--- config.mk ---
export PLATFORM = sky130hd
export DESIGN_NAME = multicycle_ctrl
export DESIGN_NICKNAME = d
export VERILOG_FILES = /design/src/rtl/multicycle_ctrl.sv
export SDC_FILE = /design/constraint.sdc
export NUM_CORES = 1
export LEC_CHECK = 0
export CORE_MARGIN = 2
export CORE_UTILIZATION = 61
export CTS_CLUSTER_DIAMETER = 150
export DETAILED_ROUTE_END_ITERATION = 6
export DONT_BUFFER_PORTS = 1
export GPL_TIMING_DRIVEN = 0
export PLACE_DENSITY = 0.85
export RECOVER_POWER = 25
export SKIP_CTS_REPAIR_TIMING = 1
export SYNTH_ARGS = -nofsm -noshare
export SYNTH_HDL_FRONTEND = slang
export SYNTH_SLANG_ARGS = --single-unit
export TNS_END_PERCENT = 100
--- constraint.sdc ---
create_clock -name clk -period 3.87 [get_ports clk]
set_input_delay 0.5805 -clock clk [delete_from_list [all_inputs] [get_ports clk]]
set_output_delay 0.5805 -clock clk [all_outputs]
set_load 0.02 [all_outputs]
--- src/rtl/multicycle_ctrl.sv ---
// Multi-cycle MIPS-subset control unit.
//
// Sequences each instruction through IF -> ID -> EX [-> MEM] [-> WB] and drives the
// datapath control strobes for the current state. The instruction class is decoded
// once in ID and held in a class register for the rest of the instruction.
//
// Ports:
//   clk, rst_n         clock (rising edge), asynchronous active-low reset
//   opcode, funct      instruction fields, sampled in ID
//   mem_ready          memory handshake; an access completes in a cycle where it is 1
//   flag_zero          ALU zero flag, used by beq in EX
//   flag_overflow_pos  ALU overflow flag, used by addi in EX
//   aluSelect          ALU op (000 add, 001 sub, 010 or, 011 slt, 100 add/ovf, 101 lui)
//   alu_srcB           ALU B operand (00 rt, 01 const 4, 10 sext imm, 11 zext imm)
//   pc_write, ir_write, mem_read, mem_write, reg_write   single-cycle strobes
//   pc_src             PC source (00 ALU, 01 branch target, 10 jump target)
//   reg_dst            write-back register (0 rt, 1 rd)
//   mem_to_reg         write-back source (1 memory, 0 ALU)
//   exc, illegal_op    one-cycle pulses
//   state              current state code
//
// Build option: define OVF_TRAP_EN to trap signed overflow on addi into the EXC state.
// Without it, addi overflow is ignored and exc is tied to 0.

module multicycle_ctrl (
  input  logic       clk,
  input  logic       rst_n,
  input  logic [5:0] opcode,
  input  logic [5:0] funct,
  input  logic       mem_ready,
  input  logic       flag_zero,
  input  logic       flag_overflow_pos,
  output logic [2:0] aluSelect,
  output logic [1:0] alu_srcB,
  output logic       pc_write,
  output logic       ir_write,
  output logic       mem_read,
  output logic       mem_write,
  output logic       reg_write,
  output logic [1:0] pc_src,
  output logic       reg_dst,
  output logic       mem_to_reg,
  output logic       exc,
  output logic       illegal_op,
  output logic [2:0] state
);

  typedef enum logic [2:0] {
    StIf  = 3'd0,
    StId  = 3'd1,
    StEx  = 3'd2,
    StMem = 3'd3,
    StWb  = 3'd4,
    StExc = 3'd5
  } state_e;

  typedef enum logic [3:0] {
    ClsNone, ClsAddu, ClsSubu, ClsSlt, ClsAddi, ClsAddiu,
    ClsOri, ClsLui, ClsLw, ClsSw, ClsBeq, ClsJ
  } cls_e;

  state_e state_q, state_d;
  cls_e   cls_q, cls_d, dec_cls;
  logic   exc_c;

  // Instruction decode; anything outside the table maps to ClsNone (illegal).
  always_comb begin
    dec_cls = ClsNone;
    case (opcode)
      6'b000000: begin
        case (funct)
          6'b100001: dec_cls = ClsAddu;
          6'b100011: dec_cls = ClsSubu;
          6'b101010: dec_cls = ClsSlt;
          default:   dec_cls = ClsNone;
        endcase
      end
      6'b001000: dec_cls = ClsAddi;
      6'b001001: dec_cls = ClsAddiu;
      6'b001101: dec_cls = ClsOri;
      6'b001111: dec_cls = ClsLui;
      6'b100011: dec_cls = ClsLw;
      6'b101011: dec_cls = ClsSw;
      6'b000100: dec_cls = ClsBeq;
      6'b000010: dec_cls = ClsJ;
      default:   dec_cls = ClsNone;
    endcase
  end

  assign cls_d = (state_q == StId) ? dec_cls : cls_q;

  always_ff @(posedge clk or negedge rst_n) begin
    if (!rst_n) begin
      state_q <= StIf;
      cls_q   <= ClsNone;
    end else begin
      state_q <= state_d;
      cls_q   <= cls_d;
    end
  end

  always_comb begin
    state_d    = StIf;
    aluSelect  = 3'b000;
    alu_srcB   = 2'b01;
    pc_write   = 1'b0;
    ir_write   = 1'b0;
    mem_read   = 1'b0;
    mem_write  = 1'b0;
    reg_write  = 1'b0;
    pc_src     = 2'b00;
    reg_dst    = 1'b0;
    mem_to_reg = 1'b0;
    exc_c      = 1'b0;
    illegal_op = 1'b0;
    // Outputs are gated by rst_n so an asynchronous reset kills every strobe at once,
    // including the IF fetch strobes that the reset state would otherwise drive.
    if (rst_n) begin
      case (state_q)
        StIf: begin
          mem_read = 1'b1;
          if (mem_ready) begin
            ir_write = 1'b1;
            pc_write = 1'b1;
            state_d  = StId;
          end else begin
            state_d  = StIf;
          end
        end
        StId: begin
          if (dec_cls == ClsNone) begin
            illegal_op = 1'b1;
            state_d    = StIf;
          end else begin
            state_d    = StEx;
          end
        end
        StEx: begin
          case (cls_q)
            ClsSubu, ClsBeq: aluSelect = 3'b001;
            ClsOri:          aluSelect = 3'b010;
            ClsSlt:          aluSelect = 3'b011;
            ClsAddi:         aluSelect = 3'b100;
            ClsLui:          aluSelect = 3'b101;
            default:         aluSelect = 3'b000;
          endcase
          case (cls_q)
            ClsAddu, ClsSubu, ClsSlt, ClsBeq: alu_srcB = 2'b00;
            ClsAddi, ClsAddiu, ClsLw, ClsSw:  alu_srcB = 2'b10;
            ClsOri, ClsLui:                   alu_srcB = 2'b11;
            default:                          alu_srcB = 2'b01;
          endcase
          case (cls_q)
            ClsBeq: begin
              if (flag_zero) begin
                pc_write = 1'b1;
                pc_src   = 2'b01;
              end
              state_d = StIf;
            end
            ClsJ: begin
              pc_write = 1'b1;
              pc_src   = 2'b10;
              state_d  = StIf;
            end
            ClsLw, ClsSw: state_d = StMem;
            ClsNone:      state_d = StIf;
            default: begin
`ifdef OVF_TRAP_EN
              state_d = (cls_q == ClsAddi && flag_overflow_pos) ? StExc : StWb;
`else
              state_d = StWb;
`endif
            end
          endcase
        end
        StMem: begin
          if (cls_q == ClsLw) mem_read  = 1'b1;
          else                mem_write = 1'b1;
          if (mem_ready) state_d = (cls_q == ClsLw) ? StWb : StIf;
          else           state_d = StMem;
        end
        StWb: begin
          reg_write  = 1'b1;
          reg_dst    = (cls_q == ClsAddu || cls_q == ClsSubu || cls_q == ClsSlt);
          mem_to_reg = (cls_q == ClsLw);
          state_d    = StIf;
        end
        StExc: begin
          exc_c   = 1'b1;
          state_d = StIf;
        end
        default: state_d = StIf;
      endcase
    end
  end

`ifdef OVF_TRAP_EN
  assign exc = exc_c;
`else
  assign exc = 1'b0;
  logic unused_ovf;
  assign unused_ovf = flag_overflow_pos ^ exc_c;
`endif

  assign state = state_q;

endmodule

After elaboration in Yosys (flattened, before gate mapping)
Memories as Yosys holds them, arrays and structs flattened. Index checks and enable logic that the tools add are counted.

Eq/ne operators: 25. Reductions and logical operators: 9. Mux-type cells: 40.

Operators by type and width (number): $pmux W4 S9 (1); $eq A6 B6 Y1 const B (5); $eq A6 B4 Y1 const B (4); $mux W1 (21); $eq A4 B4 Y1 const B (4); $mux W3 (5); $pmux W3 S5 (1); $eq A4 B3 Y1 const B (3); $pmux W3 S4 (1); $mux W2 (5); $eq A4 B2 Y1 const B (2); $logic_not A4 Y1 (2); $eq A3 B2 Y1 const B (2); $eq A6 B2 Y1 const B (1); $eq A6 B3 Y1 const B (1); $logic_not A6 Y1 (1); $pmux W1 S2 (3); $pmux W2 S3 (1); $pmux W3 S2 (1); $eq A4 B1 Y1 const B (1); $pmux W2 S2 (1); $reduce_or A2 Y1 (2); $eq A3 B1 Y1 const B (1); $eq A3 B3 Y1 const B (1); 3 further kinds (4).

Logic and storage cells: 77. Bits in read-only memories: 32. Output and inout bits: 19. Input port bits: 17. Memories kept: 1. Bits in registers: 7.

Memory list: (no name shown) (words 16, bits a word 2, read ports 1, clocked after memory_dff 0, wr ports 0, line 147) `case (cls_q)`.

Depth between registers and ports, before layout
Gate-level depths: netlist (run 1).

Depth in word-level cells: 7. Mapped depth: 6. Mapped depth without buffers: 5.

Worst setup path before layout (run 1)
Ideal clock, no wire load.

Path kind: input to output. From: input port opcode[1]. To: output port illegal_op. Data required time: 3.289 ns. Arrival: 2.053 ns. Slack: 1.237 ns. Stages: 5. Path buffers: 1. Cells stage by stage: buf_2 and4b_4 o311ai_1 o211ai_1 nor4bb_1.

Longest elaborated chain between the ends: 6. Elaborated cells on any way between the ends: 14. Those cells by class: 8 x eq/ne; 4 x mux; 2 x reduce/logical.

RTL lines: start, declared (line 28) `input logic [5:0] opcode,`; $eq A6 B2 Y1, or another cell as far along (line 69) `case (opcode)`; $pmux W4 S9 (*) (line 69); $logic_not A4 Y1 (*) (line 131) `if (dec_cls == ClsNone) begin`; $mux W1 (*) (line 131); $mux W1 (*) (line 119) `case (state_q)`; $mux W1 (*) (line 118) `if (rst_n) begin`; end, declared (line 44) `output logic illegal_op,`.

Mark *: on every way between the ends. The rest lies on a longest branch, timed or not.

Worst setup path after layout (run 1)
Ends and elaborated chain as after synthesis.

==> results.toml, run 1 <==
[yosys]
synth_area_leaders = "dfrtp_1 22%, a21oi_1 5.6%, nor2_1 4.7%, nand3_1 4.3%, nand2b_1 3.9%"
syn_inst = 113
syn_area_um2 = 806
synthTopCellsByCount = "10 x nor2_1, 9 x a21oi_1, 8 x nand2_1, 7 x dfrtp_1, 7 x nand3_1"
synth_edf_count = 0
synth_cell_types = 41
synth_ff_type = "dfrtp_1"
yosysMostFrequentCell = "nor2_1"
ys_seq_elements = 7
avgSynthCellArea_um2 = 7.13
netlist.area_leader.share_pct = 21.7
ys.warnings.count = 0
yosysTopAreaCell = "dfrtp_1"
synth_fp_nets = 130
ys_async_sr_fraction_pct = 100
yosysSeqAreaShare_pct = 21.7

[clocking]
clk_latency_ns = 0.25
cts-htree-levels = 1
cts_tree = "built"
cts.sinks = 7
ctsRootBufferMaster = "clkbuf_4"
numCtsBuffers = 3
clockBufferDepth = 2
cts.clk_slew.worst_paths_ns = 0.05

[detailed_routing]
drc = 0
wl_per_cell_um = 12.0
vias = 813
viasPerCell = 6.16
drtIter0Drc = 7
wirelength_um = 1590
ant_nets = 0
dr.pass1.iters = 4

[worst_setup_path]
cpMaxStageDelayCell = "nor4bb_1"
worst-setup-path-type = "input port to output pin"
required_ns = 3.29
critPathLaunch = "opcode[1]"
cp-end-kind = "output pin"
cpLargestDelayFamily = "simple AND/OR/NAND/NOR gates"
path_cells = "buf_2 -> nand2b_1 -> a21oi_1 -> o311ai_1 -> o211ai_1 -> nor4bb_1"
crit_path_start_kind = "input port"
path_buf_inv = 1
worstReg2RegStart = "state[0]$_DFF_PN0_"
worstPathMaxFanout = 10
slowest_delay_ns = 0.81
cp.arrival_ns = 2.27

[timing]
hold_viol_final = 0
timing.fmax_mhz = 350
fin_skew_ns = 0.00295
slew-limit-headroom_pct = 38.5
tns_ns = 0
holdWs_ns = 0.0214
period_needed_ns = 2.85
slew_violations = 0
report.final.setup_viol = 0
period_share_pct = 73.8
rsz0062_at_grt = "no"
worst_slew_pin_slew_ns = 0.914

[floorplanning]
die_h_um = 40.3
die_width_um = 40.3
placeableCoreArea_mm2 = 0.00127
die_area_mm2 = 0.00163
initial_core_util_pct = 63.5
rows = 13
ios = 36

[grt]
overflow = 0
grt_max_degree = 11
grtUsageTotal_pct = 20.9
antenna_found_initial = 0
grt_pass1_wl_um = 2240
grt_pass1_vias = 632

[power_and_ir_drop]
p_int_mw = 0.141
power_frac_clock_pct = 31.6
p_sw_mw = 0.0655
power_density_mw_per_mm2 = 243
combPwrFrac_pct = 30.0
vdd_drop_max_v = 0.000115
p_leak_nw = 0.335
switching_share_pct = 31.7
seq_power_share_pct = 38.4

[layout]
final_nets = 135
diodes = 0
final_layout_size_suffix_gt1_share_pct = 12.0
area_growth_pct = 5.59
n_fill_cell = 112
seqCellArea_um2 = 175
multi_input_area_um2 = 557

[worst_hold_path]
hold_class = "input port to async pin"

[placement]
place_congestion = 0.712
portBuffers = 0
hpwlAfterDp_um = 1270

[outcome]
outcome = "finished clean"

[job]
max-cap-violations = 0
cells by family after synthesis:
kind of cell	count (synthesis)	synth area share (%)
xor+xnor	3	3.26
simple gates	56	39.3
other cells	1	0.465
buf+inv	15	9.16
compound gates	28	22.2
flops	7	21.7
mux	3	3.88
layer usage:
layer	global-route usage (%)	share of wire, %
met5	0	0
met4	12.5	1.2
met2	39.7	48
met1	20.5	45
met3	3.89	5.3
worst register-to-register path, delay by kind of cell (launching register included):
kind,cells,cell delay (ns)
AND/OR/NAND/NOR,2,0.41
buffers and inverters,1,0.22
flip-flops,1,0.44
AO/OA/AOI/OAI,1,0.35
path summary, 6_finish.rpt:
path	to	slack [ns]	depth (start not counted)
max in group asynchronous	state[0]$_DFF_PN0_	3.78	0
worst max register to register	cls_q[2]$_DFFE_PN0N_	2.35	4
worst max-delay path	illegal_op	1.02	6
worst min register to register	state[2]$_DFF_PN0_	0.71	2
worst min-delay path	cls_q[0]$_DFFE_PN0N_	0.02	0
min in group clk	cls_q[3]$_DFFE_PN0N_	0.42	1
power by group through the flow:
stage	Combinational [mW]	Clock (mW)	Sequential [mW]
final	0.0620	0.0653	0.0793
after global routing	0.0700	0.0657	0.0799
after CTS	0.0619	0.0647	0.0793
after detailed placement	0.0616	0	0.0805
after global placement	0.0599	0	0.0804
after floorplan	0.0536	0	0.0803
through the flow:
step / std cells / power (mW) / utilization [%] / setup WS, ns / instance area (um^2)
after floorplan: 113 / 0.134 / - / 1.24 / 806
after global placement: 128 / 0.140 / 65.0 / 1.04 / 825
after detailed placement: 128 / 0.142 / 65.0 / 1.02 / 825
after CTS: 132 / 0.206 / 67.1 / 1.02 / 851
after global routing: 132 / 0.216 / 67.1 / 0.911 / 851
final: 132 / 0.207 / 67.1 / 1.02 / 851
cell type report:
| cell class | instances | area share (%) |
|---|---|---|
| Clock buffer | 4 | 3.09 |
| Tap cell | 15 | 2.21 |
| Sequential cell | 7 | 20.6 |
| Multi-Input combinational cell | 91 | 65.4 |
| Inverter | 4 | 1.76 |
| Buffer | 11 | 6.91 |
cell usage in the layout (no fill, tap or decap), drive strengths merged, types with 2 or more instances in the layout:
master   n
nor3b    2
a21oi    9
xnor2    2
nand3    7
and3     2
nor2b    5
mux2i    2
buf      7
nor4b    2
dfrtp    7
and2     3
nor4     4
inv      4
nand2b   6
o21ai    5
o21bai   2
o22a     2
nor2    10
nand2    8
nor3     3
clkbuf   8
sequential cells by signal, indices dropped and copies added (netlist names):
name,flops
cls_q,4
state,3
Power figures use the tool's default switching activity.
==> run 2: changes to the inputs <==
--- a/config.mk
+++ b/config.mk
@@ -6,12 +6,12 @@
 export NUM_CORES = 1
 export LEC_CHECK = 0
 export CORE_MARGIN = 2
-export CORE_UTILIZATION = 61
+export CORE_UTILIZATION = 55
 export CTS_CLUSTER_DIAMETER = 150
 export DETAILED_ROUTE_END_ITERATION = 6
 export DONT_BUFFER_PORTS = 1
 export GPL_TIMING_DRIVEN = 0
-export PLACE_DENSITY = 0.85
+export PLACE_DENSITY = 0.81
 export RECOVER_POWER = 25
 export SKIP_CTS_REPAIR_TIMING = 1
 export SYNTH_ARGS = -nofsm -noshare
==> constraint.sdc (replaced) <==
create_clock -name clk -period 2.5 [get_ports clk]
set_input_delay 0.375 -clock clk [delete_from_list [all_inputs] [get_ports clk]]
set_output_delay 0.375 -clock clk [all_outputs]
set_load 0.02 [all_outputs]
==> results.toml, run 2 (same netlist as run 1, synthesis figures left out) <==
[outcome]
outcome = "finished clean"

[timing]
worst_slew_pin_slew_ns = 0.897
hold_viol_final = 0
period_share_pct = 92.2
setup_ws_ns = 0.195
slew_violations = 0
timing.fmax_mhz = 434
slew-limit-headroom_pct = 39.7
rsz0062_at_grt = "no"
report.final.setup_viol = 0
fin_skew_ns = 0.00168
period_needed_ns = 2.30

[layout]
final_nets = 136
largest_register_ffs = 4
fin_util_pct = 66.3
final_common_cell = "nor2_1"
area_growth_pct = 9.78
seqCellArea_um2 = 175
diodes = 0
n_fill_cell = 125
top_register = "cls_q"
multi_input_area_um2 = 581
final_layout_size_suffix_gt1_share_pct = 16.1
stdcell_area_um2 = 885
final_cell_mix = "10 x nor2_1, 9 x a21oi_1, 8 x nand2_1"

[grt]
overflow = 0
grtUsageTotal_pct = 20.5
grt_pass1_wl_um = 2890
grt_max_degree = 11
grt_pass1_vias = 715
antenna_found_initial = 0

[clocking]
clockBufferDepth = 2
clk_latency_ns = 0.25
cts_tree = "built"
cts-htree-levels = 1
cts.clk_slew.worst_paths_ns = 0.05
cts.sinks = 7
ctsRootBufferMaster = "clkbuf_4"
numCtsBuffers = 3

[detailed_routing]
dr.pass1.iters = 4
wirelength_um = 1730
drc = 0
vias = 809
ant_nets = 0
drtIter0Drc = 12
viasPerCell = 6.08
wl_per_cell_um = 13.0

[placement]
dp_slack_ns = 0.0679
placed_area_um2 = 825
place_congestion = 0.768
portBuffers = 0
hpwlAfterDp_um = 1310

[job]
max-cap-violations = 0

[floorplanning]
rows = 13
ios = 36
placeableCoreArea_mm2 = 0.00133
initial_core_util_pct = 60.4
die_width_um = 42.3
die_area_mm2 = 0.00179
die_h_um = 42.3

[worst_setup_path]
crit_path_start_kind = "flip-flop"
worstPathMaxFanout = 7
worst-setup-path-type = "flip-flop to output pin"
required_ns = 2.12
cp-end-kind = "output pin"
cp.arrival_ns = 1.93
critPathLaunch = "state[2]$_DFF_PN0_"
worstReg2RegStart = "state[0]$_DFF_PN0_"

[power_and_ir_drop]
p_leak_nw = 0.344
power_density_mw_per_mm2 = 369
vdd_drop_max_v = 0.000218

[worst_hold_path]
hp-start = "opcode[4]"
hold_class = "input port to flip-flop"
run 2: cell count changes in the layout (fill, tap and decap cells not counted), sizes merged:
cell | before | now
dlygate4sd3 | 0 | 1
run 2: through the flow:
stage	hold WS, ns	power (mW)	TNS (ns)	cells
final	0.221	0.326	0	133
after global routing	0.220	0.350	0	133
after CTS	-0.190	0.323	-0.124	132
after detailed placement	0.0795	0.220	0	128
after global placement	0.0796	0.218	0	128
after floorplan	0.0794	0.207	0	113
run 2: routing by layer:
layer  GRT usage, %  wire length (um)  up-vias
li1               -                 -      415
met1           25.3               756      359
met2           33.8               819       31
met3           3.02               120        4
met4           11.3                38        0
met5              0                 0        -
run 2: cell type report:
| class | count | share of cell area (%) |
|---|---|---|
| repair buffers | 1 | 1.13 |
| plain buffers | 11 | 6.65 |
| flip-flops and latches | 7 | 19.8 |
| multi-input cells | 91 | 65.6 |
| inverters | 4 | 1.70 |
| well taps | 15 | 2.12 |
| clock buffers | 4 | 2.97 |
run 2: final timing paths:
path                                        end  slack [ns]  cells past startpoint
min in group asynchronous  cls_q[2]$_DFFE_PN0N_        0.44                      1
max reg2reg                cls_q[2]$_DFFE_PN0N_        0.94                      4
max                                    pc_write        0.20                      5
min                        cls_q[2]$_DFFE_PN0N_        0.22                      1
min reg2reg                  state[2]$_DFF_PN0_        0.72                      2
max in group asynchronous    state[2]$_DFF_PN0_        1.83                      1
run 2: report_power, final:
| group | internal [mW] | switching, mW | leakage, nW |
|---|---|---|---|
| Clock | 0.0608 | 0.0404 | 0.0150 |
| Combinational | 0.0405 | 0.0617 | 0.233 |
| Sequential | 0.119 | 0.00371 | 0.0960 |
run 2: worst max-delay path, cell delays in order (launching register included):
cell,delay [ns]
dfrtp_1,0.50
nor2b_2,0.30
nand2_1,0.11
nor2_1,0.20
nand3_1,0.16
o21bai_1,0.42
